## src/rtl/dsp_result_reader.sv

```systemverilog
// dsp_result_reader: tracks DSP issues through a CE-gated delay line and buffers results in order in a small FIFO.
module dsp_result_reader #(
  parameter int DATA_W  = 48,
  parameter int LATENCY = 3,
  parameter int DEPTH   = 4
) (
  input  logic                     CLK,
  input  logic                     RST,
  input  logic                     CE,
  input  logic                     issue_in,
  output logic                     issue_ready,
  input  logic [DATA_W-1:0]        P_in,
  output logic                     res_valid,
  output logic [DATA_W-1:0]        res_data,
  input  logic                     res_ready,
  output logic [$clog2(DEPTH):0]   outstanding,
  output logic                     overflow
);
  localparam int AW = $clog2(DEPTH);
  localparam logic [AW:0] FULL = DEPTH[AW:0];
  logic [LATENCY-1:0] dl_q, dl_d;
  logic [DATA_W-1:0]  mem_q [DEPTH];
  logic [AW-1:0]      wp_q, wp_d, rp_q, rp_d;
  logic [AW:0]        cnt_q, cnt_d, out_q, out_d;
  logic               ovf_q, ovf_d;
  logic               accept, dl_out, push, pop, wr;
  assign dl_out      = dl_q[LATENCY-1];
  assign issue_ready = out_q < FULL;
  assign res_valid   = cnt_q != '0;
  assign res_data    = res_valid ? mem_q[rp_q] : '0;
  assign outstanding = out_q;
  assign overflow    = ovf_q;
  always_comb begin
    accept = issue_in & issue_ready & CE;
    push   = dl_out & CE;
    pop    = res_valid & res_ready;
    wr     = push & ((cnt_q != FULL) | pop);
    dl_d   = CE ? ((dl_q << 1) | LATENCY'(accept)) : dl_q;
    wp_d   = wp_q + AW'(wr);
    rp_d   = rp_q + AW'(pop);
    cnt_d  = cnt_q + (AW+1)'(wr) - (AW+1)'(pop);
    out_d  = out_q + (AW+1)'(accept) - (AW+1)'(pop);
    ovf_d  = ovf_q | (push & ~wr);
  end
  always_ff @(posedge CLK) begin
    if (RST) begin
      dl_q  <= '0;
      wp_q  <= '0;
      rp_q  <= '0;
      cnt_q <= '0;
      out_q <= '0;
      ovf_q <= 1'b0;
    end else begin
      dl_q  <= dl_d;
      wp_q  <= wp_d;
      rp_q  <= rp_d;
      cnt_q <= cnt_d;
      out_q <= out_d;
      ovf_q <= ovf_d;
    end
  end
  // storage is never cleared; res_data is masked to zero while empty
  always_ff @(posedge CLK) begin
    if (!RST && wr) mem_q[wp_q] <= P_in;
  end
endmodule
```

## config.mk

```make
export PLATFORM = sky130hd
export DESIGN_NAME = dsp_result_reader
export DESIGN_NICKNAME = d
export VERILOG_FILES = /design/src/rtl/dsp_result_reader.sv
export SDC_FILE = /design/constraint.sdc
export NUM_CORES = 1
export LEC_CHECK = 0
export CAP_MARGIN = 20
export CORE_UTILIZATION = 35
export CTS_CLUSTER_DIAMETER = 80
export CTS_CLUSTER_SIZE = 25
export DETAILED_ROUTE_END_ITERATION = 12
export MAX_ROUTING_LAYER = met4
export SYNTH_ARGS = -nofsm -noshare
export SYNTH_HDL_FRONTEND = slang
export SYNTH_SLANG_ARGS = --single-unit
```

## constraint.sdc

```tcl
create_clock -name CLK -period 5.9 [get_ports CLK]
set_input_delay 0.885 -clock CLK [delete_from_list [all_inputs] [get_ports CLK]]
set_output_delay 0.885 -clock CLK [all_outputs]
set_load 0.02 [all_outputs]
```

==> impl_results.md <==
- Synth top area cells: edfxtp_1 (73%), mux4_2 (14%), nor2b_1 (4.2%)
- Clock sink total: 206
- Post-synthesis cell type count: 27
- Clock Latency Late Sink: between 0.4 and 0.5 ns
- Combinational share of power: 34.0%
- TritonCTS clock tree: yes
- Syn Area/Cell: between 20 and 25 µm²
- Critical path type: register to output port
- Largest net degree at the start of global routing: 50
- Syn Nets: 432
- GR peak layer: met2
- Worst-margin pin slew: 0.751 ns
- Data required, critical path: ~5 ns
- Initial core utilization: 35.9%
- Maximum vdd drop: 0.205 mV
- Seq cells post-synth: roughly 210
- Crit path time final: 3.76 ns
- Sequential cell fraction of total power: 44.0%
- Clk slew on worst S/H paths: 0.09 ns
- Most used DFF post-synth: edfxtp_1
- Layout cells sized above 1: 16.1%
- Slew HR: 50.0%
- Status: finished, violations left
- Clock power frac: between 20% and 30%
- GRT Overall Usage: 13.3%
- R2R Setup Slk: around 3.4 ns
- Non-Filler Instances: 765
- IO Count: 107
- Total internal power: 2.70 mW
- DIE HEIGHT: 152 µm
- Core ar.: 22,000 µm²
- Final slew viol count: 0
- DRT iter0 DRCs: roughly 200
- Seq/Total Area, Yosys: 76.7%
- DP Cell Count: 746
- Critical Path AT: 2.88 ns
- IO Port Bufs: 106
- Final Setup Violations: 0
- RSZ-0062 raised after global routing: false
- H-Tree Depth: 1
- M3 GR Usage: 2.45%
- Clock skew: 0.00746 ns
- Static leakage: approximately 3 nW
- Vias in the first global route: 4,051
- Die W: about 150 µm
- Area share of the largest cell type after synthesis: around three quarters
- Cell Area, Synth: 7880 µm²
- Sw Pwr: between 1 and 1.5 mW
- CTS max path bufs: 3
- Routed via count: 3,712
- Pwr per Cell Area: 397 nW/µm²
- Hold buffer count at cts: 0
- Initial antenna violation count: 1
- Final wirelength: 14.5 mm
- Yosys warns: 0
- Switch share: 29.7%
- Failing checks: DRC
- GR Util met1: between 15 and 20%
- Post-DP HPWL: 8.55 mm
- Vias per cell: just under 5
- Post-synth EDFFs: 192
- DR DRC count: 12
- Antenna Nets Post-Route: 0
- Final period utilization: 63.8%
- Final net count: 542
- CTS buffer count: 12
- Max_cap viols: 0
- Crit end category: output port
- Setup bufs post-CTS: 0
- F_max: 266 MHz
- Final Wtd Congestion: 0.692
- Sum of negative setup slack: 0 ns
- TritonRoute pass-1 iters: 10
- Post-synth top area cell: edfxtp_1
- Cell count after synthesis: ~370
- Critical Path Source Type: register
- PostCTS Resize Cnt: 0
- Fin util: 44.0%
- Global-route wire length before repair: 23.0 mm
- Final hold vios: 0
- Hold Path Class: register to register
- Crit-path max FO: 29
- DR WL/cell: 19.0 µm
- Cell Rows: 54
- Clock Root Buffer: clkbuf_16
- Met2 Use GR: 22.3%
- Area Growth Syn to Fin: 22.5%
- Die ar.: 23,100 µm²
- Global route overflow: 0
- Async S/R FF share, synth: 0%
flip-flops by register name, indices dropped and copies added, names as in the netlist:
name / cells
rp_q: 2
overflow: 1
cnt_q: 3
dl_q: 3
mem_q: 192
outstanding: 3
wp_q: 2
cells in the final DEF, fill, tap and decap left out, types with 6 or more instances in the layout:
cell type          n
edfxtp_1         192
clkdlybuf4s50_1  106
nor2b_1           53
mux4_2            48
clkbuf_16         13
dfxtp_1           12
nor2_1            10
inv_1              7
ha_1               6
buf_4              6
logic make-up after synthesis:
group	Yosys count	synth area share [%]
flops	206	76.7
simple gates	76	5.62
mux	50	14.0
buf+inv	24	1.56
fa+ha+maj	8	1.46
xor+xnor	5	0.556
compound gates	2	0.143
synth_stat cells, types with 2 or more instances:
cell and count:
edfxtp_1 192, nor2b_1 53, mux4_2 48, dfxtp_1 14, nor2_1 11, inv_1 7
clkbuf_1 6, ha_1 6, buf_2 4, xnor2_1 4, buf_6 3, nor3_1 3
buf_1 2, fa_1 2, mux2i_1 2, nand2_1 2, nor3b_1 2
layer usage:
| layer | wire length (µm) | vias to the layer above |
|---|---|---|
| met1 | 6410 | 1932 |
| met3 | 674 | 11 |
| met2 | 7310 | 94 |
| li1 | - | 1675 |
| met4 | 145 | 0 |
| met5 | 0 | - |
final timing paths:
kind                                      startpoint                     end  depth (start not counted)
worst max-delay path              rp_q[1]$_SDFF_PP0_             res_data[6]                          4
worst min register to register  dl_q[0]$_SDFFE_PP0P_    dl_q[0]$_SDFFE_PP0P_                          2
worst min-delay path            dl_q[0]$_SDFFE_PP0P_    dl_q[0]$_SDFFE_PP0P_                          2
worst max register to register   cnt_q[1]$_SDFF_PP0_  mem_q[3][15]$_DFFE_PP_                          4
power by group through the flow:
stage	Sequential, mW	Combinational (mW)	Clock [mW]
after global routing	1.70	1.40	0.918
after CTS	1.75	1.26	0.864
after floorplan	1.68	0.813	0
after detailed placement	1.78	1.25	0
final	1.69	1.31	0.844
after global placement	1.78	1.24	0
layout make-up:
type / count / area (µm²)
antenna: 1 / 2.50
timing repair buffer: 113 / 1130
clock inverter: 4 / 26.3
clock buffer: 13 / 325
multi-input combinational: 141 / 1740
sequential: 206 / 6050
tap: 280 / 350
inverter: 7 / 26.3
fill: 1914 / 12300
worst max-delay path, stage by stage, from the launching register on:
cell	delay, ns
dfxtp_2	0.72
buf_4	0.51
mux4_2	0.28
nor2b_1	0.22
clkdlybuf4s50_1	0.65
stage by stage:
stage	total power, mW	cell area (µm²)	hold slack (ns)	worst slack [ns]
5_1_grt	4.02	9660	0.520	1.97
2_1_floorplan	2.49	7880	0.449	0.340
3_5_place_dp	3.04	9280	0.476	2.18
4_1_cts	3.87	9630	0.491	2.03
6_report	3.84	9660	0.485	2.14
3_3_place_gp	3.02	9280	0.468	2.18
Note: power is estimated with default switching activity, not from simulation.
